[src/rtl/branch_resolve_pkg.sv]
// ---------------------------------------------------------------------------
// branch_resolve_pkg
//   Shared RV32 opcode/funct3 constants for conditional branches and a helper
//   that maps (funct3, comparator flags) to the resolved branch outcome.
//   Every branch-decoding file imports this package, so the encodings exist
//   in exactly one place.
//
//   Contents:
//     OPC_BRANCH            - 7-bit major opcode of conditional branches
//     F3_BEQ .. F3_BGEU     - funct3 encodings of the six legal branches
//     brOutcome_t           - {valid, taken} result of decoding one branch
//     resolveBranch()       - funct3 + BrLT/BrEq -> brOutcome_t
// ---------------------------------------------------------------------------
package branch_resolve_pkg;

    localparam logic [6:0] OPC_BRANCH = 7'b1100011;

    localparam logic [2:0] F3_BEQ  = 3'b000;
    localparam logic [2:0] F3_BNE  = 3'b001;
    localparam logic [2:0] F3_BLT  = 3'b100;
    localparam logic [2:0] F3_BGE  = 3'b101;
    localparam logic [2:0] F3_BLTU = 3'b110;
    localparam logic [2:0] F3_BGEU = 3'b111;

    // valid=0 marks the reserved funct3 codes (010/011): such an instruction
    // is treated as not taken and must neither train the BHT nor redirect.
    typedef struct packed {
        logic valid;
        logic taken;
    } brOutcome_t;

    // The comparator already picks signed/unsigned compare for BrLT, so the
    // signed and unsigned flavours share the same flag here.
    function automatic brOutcome_t resolveBranch(input logic [2:0] funct3,
                                                 input logic       brLT,
                                                 input logic       brEq);
        brOutcome_t res;
        res.valid = 1'b1;
        res.taken = 1'b0;
        case (funct3)
            F3_BEQ:  res.taken = brEq;
            F3_BNE:  res.taken = !brEq;
            F3_BLT:  res.taken = brLT;
            F3_BGE:  res.taken = !brLT;
            F3_BLTU: res.taken = brLT;
            F3_BGEU: res.taken = !brLT;
            default: res.valid = 1'b0;
        endcase
        return res;
    endfunction

endpackage

[src/rtl/branch_resolve_bht_2bit.sv]
// ---------------------------------------------------------------------------
// bht_2bit
//   Branch history table of 2^IDX_W two-bit saturating counters.
//   One combinational read port (prediction = counter MSB) and one
//   synchronous write port that nudges a counter towards taken / not taken.
//   Reset is asynchronous and puts every counter in the weakly-not-taken
//   state (2'b01).
//
//   Ports:
//     clk      in   clock, counters update on the rising edge
//     rst      in   async active-high reset, all counters -> 2'b01
//     rdIdx    in   [IDX_W] read index (fetch side)
//     rdTaken  out  prediction for rdIdx (MSB of counter)
//     wrEn     in   train the counter at wrIdx this cycle
//     wrIdx    in   [IDX_W] write index (execute side)
//     wrTaken  in   1 = increment (saturate at 3), 0 = decrement (saturate at 0)
// ---------------------------------------------------------------------------
module bht_2bit #(
    parameter int IDX_W = 4
) (
    input  logic             clk,
    input  logic             rst,
    input  logic [IDX_W-1:0] rdIdx,
    output logic             rdTaken,
    input  logic             wrEn,
    input  logic [IDX_W-1:0] wrIdx,
    input  logic             wrTaken
);

    localparam int DEPTH = 1 << IDX_W;

    logic [DEPTH-1:0][1:0] ctr;
    logic [1:0]            wrOld;
    logic [1:0]            wrNew;

    // Read straight from the register array: a same-cycle write to the same
    // entry is only visible after the edge, giving read-before-write.
    assign rdTaken = ctr[rdIdx][1];

    always_comb begin
        wrOld = ctr[wrIdx];
        wrNew = wrOld;
        if (wrTaken) begin
            if (wrOld != 2'b11) wrNew = wrOld + 2'b01;
        end else begin
            if (wrOld != 2'b00) wrNew = wrOld - 2'b01;
        end
    end

    always_ff @(posedge clk or posedge rst) begin
        if (rst) begin
            ctr <= {DEPTH{2'b01}};
        end else if (wrEn) begin
            ctr[wrIdx] <= wrNew;
        end
    end

endmodule

[src/rtl/branch_resolve.sv]
// ---------------------------------------------------------------------------
// branch_resolve
//   Execute-stage conditional-branch resolution with a 2-bit-counter BHT.
//   Decodes the execute-stage instruction, resolves taken/not-taken from the
//   branch comparator flags, trains the BHT and, when the fetch-time
//   prediction was wrong, issues a registered one-cycle redirect carrying the
//   correct next PC. The instruction sitting in execute while a redirect is
//   out is wrong-path and is squashed.
//
//   Optional feature: define BRANCH_STATS_EN to add the br_count and
//   mispred_count statistic outputs; without it those ports and their
//   counters do not exist.
//
//   Parameters:
//     BHT_IDX_W      log2 of BHT entries (indexed by pc[BHT_IDX_W+1:2])
//   Ports:
//     clk            in   clock
//     rst            in   async active-high reset
//     fetch_pc       in   [32] PC being fetched
//     pred_taken     out  combinational prediction for fetch_pc
//     ex_valid       in   execute-stage instruction valid
//     ex_inst        in   [32] execute-stage instruction word
//     ex_pc          in   [32] execute-stage PC
//     ex_pred_taken  in   prediction made at fetch for this instruction
//     ex_target      in   [32] branch target (ex_pc + B-immediate)
//     BrLT, BrEq     in   comparator flags
//     redirect_valid out  registered one-cycle mispredict flush
//     redirect_pc    out  [32] correct next PC, held between redirects
//     br_count       out  [32] valid branches resolved    (BRANCH_STATS_EN)
//     mispred_count  out  [32] redirects issued           (BRANCH_STATS_EN)
// ---------------------------------------------------------------------------
module branch_resolve
    import branch_resolve_pkg::*;
#(
    parameter int BHT_IDX_W = 4
) (
    input  logic        clk,
    input  logic        rst,
    input  logic [31:0] fetch_pc,
    output logic        pred_taken,
    input  logic        ex_valid,
    input  logic [31:0] ex_inst,
    input  logic [31:0] ex_pc,
    input  logic        ex_pred_taken,
    input  logic [31:0] ex_target,
    input  logic        BrLT,
    input  logic        BrEq,
    output logic        redirect_valid,
    output logic [31:0] redirect_pc
`ifdef BRANCH_STATS_EN
    ,
    output logic [31:0] br_count,
    output logic [31:0] mispred_count
`endif
);

    brOutcome_t outcome;
    logic       isBranch;
    logic       mispredict;
    logic [31:0] fallThrough;
    logic [31:0] correctPc;

    // Only opcode, funct3 and the index bits of the PCs matter here; the
    // rest is collected so the intent of leaving it unused is explicit.
    logic unusedBits;
    assign unusedBits = ^{ex_inst[31:15], ex_inst[11:7],
                          fetch_pc[31:BHT_IDX_W+2], fetch_pc[1:0]};

    always_comb begin
        outcome     = resolveBranch(ex_inst[14:12], BrLT, BrEq);
        // redirect_valid high means the execute slot holds the shadow of a
        // mispredicted branch: it must not train or redirect.
        isBranch    = ex_valid && !redirect_valid &&
                      (ex_inst[6:0] == OPC_BRANCH) && outcome.valid;
        mispredict  = isBranch && (outcome.taken != ex_pred_taken);
        fallThrough = ex_pc + 32'd4;
        correctPc   = outcome.taken ? ex_target : fallThrough;
    end

    bht_2bit #(
        .IDX_W (BHT_IDX_W)
    ) uBht (
        .clk     (clk),
        .rst     (rst),
        .rdIdx   (fetch_pc[BHT_IDX_W+1:2]),
        .rdTaken (pred_taken),
        .wrEn    (isBranch),
        .wrIdx   (ex_pc[BHT_IDX_W+1:2]),
        .wrTaken (outcome.taken)
    );

    // redirect_valid is a single-cycle pulse by construction: while it is
    // high isBranch is forced low, so mispredict cannot re-arm it.
    always_ff @(posedge clk or posedge rst) begin
        if (rst) begin
            redirect_valid <= 1'b0;
            redirect_pc    <= 32'h0;
        end else begin
            redirect_valid <= mispredict;
            if (mispredict) redirect_pc <= correctPc;
        end
    end

`ifdef BRANCH_STATS_EN
    always_ff @(posedge clk or posedge rst) begin
        if (rst) begin
            br_count      <= 32'h0;
            mispred_count <= 32'h0;
        end else begin
            if (isBranch)   br_count      <= br_count + 32'd1;
            if (mispredict) mispred_count <= mispred_count + 32'd1;
        end
    end
`endif

endmodule

[config.mk]
export PLATFORM = sky130hd
export DESIGN_NAME = branch_resolve
export DESIGN_NICKNAME = d
export VERILOG_FILES = /design/src/rtl/branch_resolve_pkg.sv /design/src/rtl/branch_resolve_bht_2bit.sv /design/src/rtl/branch_resolve.sv
export SDC_FILE = /design/constraint.sdc
export NUM_CORES = 1
export LEC_CHECK = 0
export BUFFER_PORTS_ARGS = -buffer_cell sky130_fd_sc_hd__buf_2
export CAP_MARGIN = 20
export CORE_MARGIN = 2
export CORE_UTILIZATION = 40
export CTS_CLUSTER_SIZE = 20
export DETAILED_ROUTE_END_ITERATION = 7
export PLACE_DENSITY = 0.71
export SYNTH_ARGS = -nofsm -noshare
export SYNTH_HDL_FRONTEND = slang
export SYNTH_SLANG_ARGS = --single-unit
[constraint.sdc]
create_clock -name clk -period 2.69 [get_ports clk]
set_clock_uncertainty 0.1 [all_clocks]
set_input_delay 0.538 -clock clk [delete_from_list [all_inputs] [get_ports clk]]
set_output_delay 0.538 -clock clk [all_outputs]
set_load 0.03 [all_outputs]
# [Yosys cells after proc, flatten, opt, wreduce, memory -nomap -nowiden]
# Cells that the tools add are included.
[word_totals] regBits=65 output_inout_bits=34 elab_cells=58 inputBits=134
[classes] n_eq_ne=8 n_reduce_logical=13 addsub=3 order_cmp=3 muxes=13
[ops] cell="$add 32x3->32 const B" n=1
[ops] cell="$bwmux 32" n=1
[ops] cell="$mux 32" n=1
[ops] cell="$bmux 2 s4" n=2
[ops] cell="$eq 3x3->1 const B" n=4
[ops] cell="$mux 2" n=6
[ops] cell="$lt 4x5->1 const B" n=2
[ops] cell="$demux 2 s4" n=1
[ops] cell="$eq 7x7->1 const B" n=1
[ops] cell="$reduce_or 6->1" n=1
[ops] cell="$logic_and 1x1->1" n=5
[ops] cell="$ge 4x1->1 const B" n=1
[ops] cell="$pmux 1 s4" n=1
[ops] cell="$reduce_or 2->1" n=2
[ops] cell="$eq 3x1->1 const B" n=1
[ops] cell="$logic_not 1->1" n=3
[ops] cell="$logic_not 3->1" n=1
[ops] cell="$add 2x1->2 const B" n=1
[ops] cell="$ne 2x2->1 const B" n=1
[ops] cell="$reduce_bool 2->1" n=1
[ops] cell="$sub 2x1->2 const B" n=1
[ops] cell="$mux 1" n=1
[ops] cell="$ne 1x1->1" n=1

# [Longest topological paths before layout]
# Gate-level depths: netlist of run 1.
[logic_depth] word_depth=6 depth_mapped=7 mapped_depth_nobuf=6

# [Cells and area by module]
# From an unflattened synthesis of run 1, not the netlist that was laid out.
[unflattened] hier_cells=377 area_unflattened_um2=3940.0
[by_module_without_submodules] module="branch_resolve" seq_area_each_um2=825.8 cells_each=246 area_each_um2=2194.6 n_inst=1
[by_module_without_submodules] module="bht_2bit" seq_area_each_um2=820.8 cells_each=131 area_each_um2=1745.4 n_inst=1

# [Worst setup path before layout of run 1]
# No wires, ideal clock.
[synth_timing] path_kind="input to output" from="input port fetch_pc[2]" to="output port pred_taken" path_slack_ns=0.474 path_buffers=0 arrival_ns=1.578 path_stages=2 required_time_ns=2.052 cell_sequence="mux4_2 mux4_2"
[synth_via] elab_chain_len=2
[synth_lines] element="from (decl)" line="branch_resolve.sv:39" source="input logic [31:0] fetch_pc,"
[synth_lines] element="$bmux 2 s4" line="branch_resolve_bht_2bit.sv:38" source="assign rdTaken = ctr[rdIdx][1];"
[synth_lines] element="$mux 2 (not written as such)" line="branch_resolve_bht_2bit.sv:38"
[synth_lines] element="to (decl)" line="branch_resolve.sv:40" source="output logic pred_taken,"
# No other way between the ends. The select of a mux whose other input is x is not followed.

# [Final worst setup path of run 1]
# Ends and elaborated chain as after synthesis.

==> results of run 1 <==
## cell usage in the layout, fill, tap and decap left out, types with 5 or more instances in the layout
cell type	n
sky130_fd_sc_hd__dfrtp_1	49
sky130_fd_sc_hd__and3_1	6
sky130_fd_sc_hd__dfstp_2	16
sky130_fd_sc_hd__nor3_1	10
sky130_fd_sc_hd__xor2_1	15
sky130_fd_sc_hd__buf_2	117
sky130_fd_sc_hd__o21ai_0	7
sky130_fd_sc_hd__mux4_2	13
sky130_fd_sc_hd__mux2i_1	16
sky130_fd_sc_hd__inv_1	8
sky130_fd_sc_hd__nand2_1	56
sky130_fd_sc_hd__nor2_1	13
sky130_fd_sc_hd__nand3_1	13
sky130_fd_sc_hd__mux2_2	29
sky130_fd_sc_hd__and4_1	5
sky130_fd_sc_hd__nor4_1	5
sky130_fd_sc_hd__xnor2_1	14
sky130_fd_sc_hd__o21ai_1	19
sky130_fd_sc_hd__nand4b_1	8
sky130_fd_sc_hd__a21oi_1	8
sky130_fd_sc_hd__buf_4	15
sky130_fd_sc_hd__nand4_1	15
sky130_fd_sc_hd__clkbuf_8	10
## synthesized netlist by cell type (5+ instances only)
cell type                  count  area, um^2
sky130_fd_sc_hd__and3_1        6        37.5
sky130_fd_sc_hd__nand2_1      56         210
sky130_fd_sc_hd__nand3_1      13        65.1
sky130_fd_sc_hd__nand4b_1      8        70.1
sky130_fd_sc_hd__buf_2        10        50.1
sky130_fd_sc_hd__mux4_2       13         293
sky130_fd_sc_hd__nor4_1        5        31.3
sky130_fd_sc_hd__o21ai_0       7        35.0
sky130_fd_sc_hd__xnor2_1      14         123
sky130_fd_sc_hd__and4_1        5        43.8
sky130_fd_sc_hd__dfstp_2      16         420
sky130_fd_sc_hd__o21ai_1      19        95.1
sky130_fd_sc_hd__nor2_1       13        48.8
sky130_fd_sc_hd__mux2i_1      16         160
sky130_fd_sc_hd__nand4_1      15        93.8
sky130_fd_sc_hd__xor2_1       15         131
sky130_fd_sc_hd__a21oi_1       8        40.0
sky130_fd_sc_hd__inv_1         9        33.8
sky130_fd_sc_hd__nor3_1       10        50.1
sky130_fd_sc_hd__mux2_2       29         327
sky130_fd_sc_hd__dfrtp_1      49        1230
sky130_fd_sc_hd__clkbuf_1     11        41.3
## flip-flops by register name, summed over array words and instances, names as in the netlist
signal	count
redirect_pc	32
uBht.ctr	32
redirect_valid	1
## critical path, stage by stage
cell and delay (ps):
sky130_fd_sc_hd__buf_2 180, sky130_fd_sc_hd__mux4_2 560, sky130_fd_sc_hd__mux4_2 460, sky130_fd_sc_hd__buf_2 190
## path summary, 6_finish.rpt
check / startpoint / end / slack, ps / depth (start not counted)
max: fetch_pc[2] / pred_taken / 120 / 4
min: rst / redirect_pc[0]$_DFFE_PP0P_ / 130 / 3
max reg2reg: redirect_valid$_DFF_PP0_ / redirect_pc[8]$_DFFE_PP0P_ / 430 / 6
min reg2reg: uBht.ctr[8]$_DFFE_PP1P_ / uBht.ctr[8]$_DFFE_PP1P_ / 380 / 2
max in group asynchronous: rst / uBht.ctr[20]$_DFFE_PP1P_ / 1980 / 3
min in group clk: ex_target[14] / redirect_pc[14]$_DFFE_PP0P_ / 350 / 3
## per-stage QoR
stage,total power [mW],hold slack (ps)
floorplan,1.25,356
global placement,1.41,364
detailed placement,1.42,373
CTS,2.26,166
global route,2.35,193
finish,2.25,127
## routing by layer
metal  global-route usage (%)  vias to the layer above  part of all wire (%)
met5                        0                        -                     0
met4                     8.69                        0                   2.0
met2                     32.8                      135                    49
met3                     3.57                       20                   5.7
met1                     26.5                     1686                    43
li1                         -                     1667                     -
## cell type report
type	count	area, um^2	area share [%]
tap	133	166	3.34
sequential	65	1650	33.0
inverter	9	33.8	0.678
multi-input combinational	289	2200	44.2
timing repair buffer	134	738	14.8
clock buffer	11	141	2.84
clock inverter	5	55.1	1.10
## logic make-up after synthesis
family                   Yosys count  share of synthesized area (%)
adder cells (fa/ha/maj)            8                           2.25
XOR/XNOR                          29                           6.35
multiplexers                      58                           19.5
AO/OA/AOI/OAI                     51                           7.95
AND/OR/NAND/NOR                  143                           19.0
buffers and inverters             33                           3.82
flip-flops                        65                           41.2
## where the power goes
group / switching [mW] / internal, mW / total, mW
Clock: 0.400 / 0.450 / 0.850
Combinational: 0.236 / 0.150 / 0.386
Sequential: 0.0122 / 1.00 / 1.01
==> reports/summary.md, run 1 <==
The tree is rooted in a sky130_fd_sc_hd__clkbuf_8. Setup repair after global routing left no endpoint under its margin. The width of the die came out at 104 um.

The final max-slew violation count is 0. Clock-pin slew was measured on the worst setup and hold paths at 70 ps. The routed layout has 3508 vias. After synthesis, flip-flops and latches occupy 41.2% of the total area. The run gives 3417 as the via count of the first global-routing pass. Hold repair after CTS inserted 0 buffers. The tools report the number of core rows as 36. The utilization of the core after routing came out at 51.2%.

After synthesis, the share of flip-flops with an asynchronous set or reset is 100%. Path category of the worst min-delay check: input pin to async pin. The max-cap check violation count was 0. STA classifies the critical path endpoint as an output port. The total of buffers placed on input and output ports was 117; the detailed placer's ending HPWL was 7950 um.

The final antenna-violating net count is 0, and the post-route cell area is 4990 um^2. The logs give 10800 um for the total wirelength of the detailed-routed design and 389 MHz for the highest clock rate. In this run, synthesis inferred 0 flip-flops with an integrated enable. The transition at the pin with the smallest max-transition slack came out at 526 ps.

168 I/O pins were placed. The total clock buffers created by CTS was 9. The longest clock path from root to sink contains 2 buffers.

After detailed placement, the design holds a cell count of 630. For this run, the total global-route usage over all layers was measured as 20.2%. At the later pin of the worst-skew pair, clock insertion delay measures 350 ps. The first global-routing pass estimated 17300 um of wire. In this run the cell area measured after placement is 4790 um^2.

The total area inside the core boundary comes to 9730 um^2. The run finished with clean final reports. The run gives 2.35 nW as the leakage power.

After the last flow step, the layout net total stands at 646. Along the worst path, the maximum fanout reaches 4. TritonCTS built the clock tree. Compared with the post-synthesis result, the final layout area differs by 24.7%.

Routability-driven placement finished with a final weighted congestion of 0.847. The number of detailed-route iterations in the first pass was 5; the pin count of the biggest net entering global routing was 66. Summing every instance area after synthesis gives 4000 um^2.

The tools report the count of synthesis-stage warnings from yosys as 0. The most used flip-flop cell after synthesis is sky130_fd_sc_hd__dfrtp_1. Summed over all failing endpoints, the final setup total negative slack is 0 ps. The repair_antennas step left the layout with diodes totalling 0.

The run gives 387 as the number of instances in the synthesized netlist. The setup path with the least slack is of type input pin to output port. In this run the tightest slew margin relative to its limit is 64.9%. The die is 104 um tall.

The worst path meets setup with 120 ps of slack. The clock drives 65 sinks. Dividing the detail-routed via count by the number of cells gives 5.43. The H-tree depth is 3. The tools report the setup slack after placement as 61.4 ps. The period utilization is 95.5%. The mean instance size in the synthesized netlist was 10.3 um^2. The type of element launching the critical path is an input pin. The number of distinct library cell variants in the gate-level netlist after synthesis is 45, and the flip-flop and latch count after synthesis is 65.

For the worst setup path, the data arrival time is 1930 ps. The proportion of layout cells with a drive suffix above 1 was 41.5%; the post-cts repair resize count was 0. The total overflow left after global routing is 0.

The routed design could run at a clock period as short as 2570 ps. The post-detailed-route DRC marker count is 0, and the cell area power density is 451 nW/um^2. For the final count of hold timing violations, the log shows 0. Dividing the detail-routed wire length by the instance count gives 16.7 um. After filler insertion, the fill cell instance count of the layout stands at 917.

The final-report setup violation count is 0. Leaving out filler cells and counting taps, the final layout contains 646. For the buffers inserted during post-CTS setup optimization, the log shows 0.

The initial DRC count was 258; the initial standard-cell utilization of the core was 41.1%. Overall die area: 10800 um^2. The net count after synthesis came out at 525. The tools report the initial antenna violation count as 0.

The run gives 195 uV as the peak supply drop. Required time of the critical path: 2050 ps.
No activity file was read; power rests on OpenSTA's default activity.
==> run 2: changes to the inputs <==
Settings changed: CORE_MARGIN 2 to unset, SYNTH_HIERARCHICAL set to 1.
==> reports/summary.md, run 2 <==
The flow ran to the end, and the final reports show no timing, DRC or antenna violations. The area fraction of the dominant cell type after synthesis is 31.1% (+0.46 points), and the overall die area is 10300 um^2 (-5.2%). The longest individual stage delay on the worst path is 490 ps (-70 ps).

For the highest clock rate, the log shows 390 MHz (+0.16%). The largest family of logic cells by synthesized area is multiplexers. The setup path with the least slack is of type flip-flop to output port. The count of boundary I/O pins was 168 (unchanged). All-layer global routing usage: 20.5% (+0.31 points). The final total negative setup slack came out at 0 ps (unchanged). Leaving out fill and tap cells, the most frequent cells in the layout are sky130_fd_sc_hd__buf_2 (117), sky130_fd_sc_hd__dfrtp_1 (49), sky130_fd_sc_hd__nand2_1 (33).

The initial antenna violation count came out at 0 (unchanged). The tools report the latest clock arrival within the worst-skew pair as 340 ps (about the same). The worst slew margin relative to its limit was 70.1% (+5.2 points). The width of the die was 101 um (-2.6%). The most numerous cell type found on the critical path is sky130_fd_sc_hd__mux4_2. The buffers inserted during post-CTS setup optimization was 0 (unchanged). The run gives 377 (-2.6%) as the number of instances in the synthesized netlist. The mean instance size in the synthesized netlist is 10.5 um^2 (+1.1%).

The run gives 850 (-7.3%) as the final-layout fill cell count. The count of non-filler cells in the finished layout is 650 (+0.62%). The via count of the first global-routing pass is 3391 (-0.76%). The largest registers in the layout are redirect_pc (32), uBht/ctr (32), redirect_valid (1). The time the final worst path needs with I/O delays and setup is 2570 ps (-4.23 ps). Post-cts repair resize count: 0 (unchanged).

The slowest stage of the critical path belongs to the cell sky130_fd_sc_hd__mux4_2. For the count of synthesis-stage warnings from yosys, the log shows 6 (+6). By count the netlist is led by sky130_fd_sc_hd__dfrtp_1 (49), sky130_fd_sc_hd__nand2_1 (33), sky130_fd_sc_hd__nor2_1 (32). For the post-route cell area, the log shows 5010 um^2 (+0.53%).

The total net switching power is 0.621 mW (-4.2%). Leaving out fill and tap cells, the most frequent cell in the layout is sky130_fd_sc_hd__buf_2. The post-detailed-route wirelength per cell came out at 15.9 um (-4.4%).

Traced cell by cell, the critical path runs through mux4_2, mux4_2, buf_2. The net count after synthesis is 512 (-2.5%), and the total wirelength of the detailed-routed design is 10300 um (-3.8%). The proportion of layout cells with a drive suffix above 1 works out to 41.7% (+0.13 points). TritonCTS built the clock tree.

The wire length of the first global-routing pass was 16200 um (-6.3%). The number of distinct library cell variants in the gate-level netlist after synthesis was 52 (+16%). The worst setup path is launched from a flip-flop. The final max-slew violation count was 0 (unchanged). The root buffer selected by CTS is sky130_fd_sc_hd__clkbuf_8. The run gives 4820 um^2 (+0.73%) as the post-placement cell area. Combinational group share of total power: 17.3% (+0.2 points). Final antenna-violating net count: 0 (unchanged). The number of core rows was 35 (-2.8%). The via count normalized by instance count is 5.43 (about the same). The part of the total power dissipated in sequential elements was 46.2% (+1.1 points).

Adder and majority cell fraction of the synthesized area: 0.857% (-1.4 points). The logs give 0 (unchanged) for the total of hold buffers inserted after clock tree synthesis and 2200 um^2 (about the same) for the combined area of the multi-input logic cells. Share of synthesized area spent on multiplexers: 20.0% (+0.48 points).

The largest fanout on the critical path works out to 3 (-1). The logs give 65 (unchanged) for the clock sink count and 3 (unchanged) for the H-tree depth. The logs give 0 (unchanged) for the max-cap check violation count and 9 (unchanged) for the total clock buffers created by CTS.

The tools report the detailed placer's ending HPWL as 7960 um (+0.19%). The synthesized-area fraction occupied by and/or/nand/nor cells works out to 18.5% (-0.51 points). The post-detailed-route DRC marker count was 0 (unchanged); the number of detailed-route iterations in the first pass was 4 (-1). Clock slew seen by the registers of the worst setup and hold paths: 80 ps (about the same). The logs give 1650 um^2 (unchanged) for the sequential cell area in the final layout and 42.0% (+0.94 points) for the initial standard-cell utilization of the core. The total congestion overflow is 0 (unchanged). The maximum clock insertion buffer count came out at 2 (unchanged). The logs give 41.8% (+0.61 points) for the post-synthesis sequential area ratio and 34 (-48%) for the pin count of the biggest net entering global routing.

The die span in y was 101 um (-2.6%); the peak supply drop was 237 uV (+22%). The cell area power density works out to 440 nW/um^2 (-2.6%). STA classifies the critical path endpoint as an output port. For the internal power component, the log shows 1.58 mW (-1.2%). For the vias after detailed routing, the log shows 3529 (+0.60%). The xor-xnor portion of the synthesized cell area is 6.22% (-0.13 points).

The run gives 36.5% (-1.3 points) as the clock group share of total power. The share of flip-flops with an asynchronous set or reset after synthesis was 100% (unchanged). The most repeated cell in the gate-level netlist after synthesis was sky130_fd_sc_hd__dfrtp_1. For the required time of the critical path, the log shows 2050 ps (about the same).

Setup repair after global routing left no endpoint under its margin. The tools report the worst path arrival time as 1930 ps (about the same). The antenna diode instance count is 0 (unchanged). The total of buffers placed on input and output ports was 117 (unchanged); the synthesized-area fraction occupied by ao, oa, aoi and oai cells was 10.2% (+2.2 points). The net count of the finished layout is 651 (+0.77%). The tightest min-delay check is of the input pin to async pin type.

Final-report setup violation count: 0 (unchanged). The last weighted congestion value of the routability-driven placer came out at 0.876 (+3.5%). The tools report the core area as 9370 um^2 (-3.7%).

The tools report the final count of hold timing violations as 0 (unchanged). The post-synthesis instance area came out at 3940 um^2 (-1.5%). For this run, the leading register cell type out of synthesis is sky130_fd_sc_hd__dfrtp_1. The final hold slack came out at 185 ps (+57.8 ps).

The period utilization is 95.4% (-0.16 points). Initial DRC count: 176 (-32%). Of all cell types, the one taking the most synthesized area is sky130_fd_sc_hd__dfrtp_1. The transition at the pin with the smallest max-transition slack works out to 447 ps (-79.3 ps). The switching power as a share of total power works out to 28.2% (-0.62 points). By area the synthesized netlist is led by sky130_fd_sc_hd__dfrtp_1 (31%), sky130_fd_sc_hd__dfstp_2 (11%), sky130_fd_sc_hd__mux2_2 (7.7%), sky130_fd_sc_hd__mux4_1 (4.7%), sky130_fd_sc_hd__mux2i_1 (3.8%). The run gives 634 (+0.63%) as the number of instances in the placed design. The number of enable-type register cells in the synthesized netlist came out at 0 (unchanged).

Area growth from synthesis to layout: 27.2%. The run gives 53.5% (+2.2 points) as the utilization of the core after routing. The leakage power is 2.38 nW (+1.4%). Flip-flop and latch count after synthesis: 65 (unchanged).
## run 2: cell types whose count changed after synthesis, moves of 5 or more
cell / previous run / this run
sky130_fd_sc_hd__nand2_1: 56 / 33
sky130_fd_sc_hd__o21ai_0: 7 / 29
sky130_fd_sc_hd__nor2_1: 13 / 32
sky130_fd_sc_hd__o21ai_1: 19 / 0
sky130_fd_sc_hd__a21boi_0: 0 / 7
sky130_fd_sc_hd__mux4_1: 0 / 7
sky130_fd_sc_hd__mux4_2: 13 / 6
sky130_fd_sc_hd__nand4b_1: 8 / 1
sky130_fd_sc_hd__nand3_1: 13 / 19
sky130_fd_sc_hd__a21oi_1: 8 / 13
sky130_fd_sc_hd__clkbuf_1: 11 / 6
## run 2: final cells by class
type	instances	area share, %
clock inverters	5	1.12
inverters	9	0.699
flip-flops and latches	65	32.9
well taps	129	3.22
clock buffers	11	2.62
repair buffers	141	15.5
multi-input cells	290	44.0
## run 2: final timing paths
check                                            start                     endpoint  slack (ps)  cells after the start
min in group clk                         ex_target[28]  redirect_pc[28]$_DFFE_PP0P_         320                      3
max reg2reg                   redirect_valid$_DFF_PP0_      uBht/ctr[9]$_DFFE_PP0P_         420                      5
max in group asynchronous                          rst     uBht/ctr[12]$_DFFE_PP1P_        1970                      3
max                            uBht/ctr[7]$_DFFE_PP0P_                   pred_taken         120                      3
min reg2reg                redirect_pc[18]$_DFFE_PP0P_  redirect_pc[18]$_DFFE_PP0P_         380                      2
min                                                rst  redirect_pc[22]$_DFFE_PP0P_         180                      3
## run 2: stage by stage
step                power, mW  setup WS [ps]
floorplan                1.25           26.5
global placement         1.41          -51.6
detailed placement       1.42          -80.4
CTS                      2.23            123
global route             2.30           93.5
finish                   2.21            124
## run 2: routing by layer
| layer | part of all wire (%) | up-vias | global-route usage (%) |
|---|---|---|---|
| li1 | - | 1678 | - |
| met1 | 45 | 1699 | 26.2 |
| met2 | 47 | 132 | 34.4 |
| met3 | 6.0 | 20 | 3.73 |
| met4 | 1.8 | 0 | 7.80 |
| met5 | 0 | - | 0 |
## run 2: cells by family (layout without fill, tap and decap cells)
| kind of cell | count (synthesis) | count (layout) |
|---|---|---|
| and+or+nand+nor | 136 | 136 |
| AOI/OAI and AO/OA | 67 | 67 |
| DFF | 65 | 65 |
| muxes | 56 | 56 |
| xor gates and xnor gates | 28 | 28 |
| buffers and inverters | 22 | 166 |
| adders and majority gates | 3 | 3 |
## run 2: power groups by stage
stage / clock network, mW / registers (mW) / logic [mW]
4_1_cts: 0.831 / 1.02 / 0.383
2_1_floorplan: 0 / 1.08 / 0.168
6_report: 0.804 / 1.02 / 0.382
3_5_place_dp: 0 / 1.04 / 0.381
5_1_grt: 0.860 / 1.02 / 0.415
3_3_place_gp: 0 / 1.04 / 0.373
## run 2: worst max-delay path: cells and delay by family, from the launching register on
family | cells | cell delay (ps)
buf+inv | 1 | 190
mux | 2 | 970
flops | 1 | 420
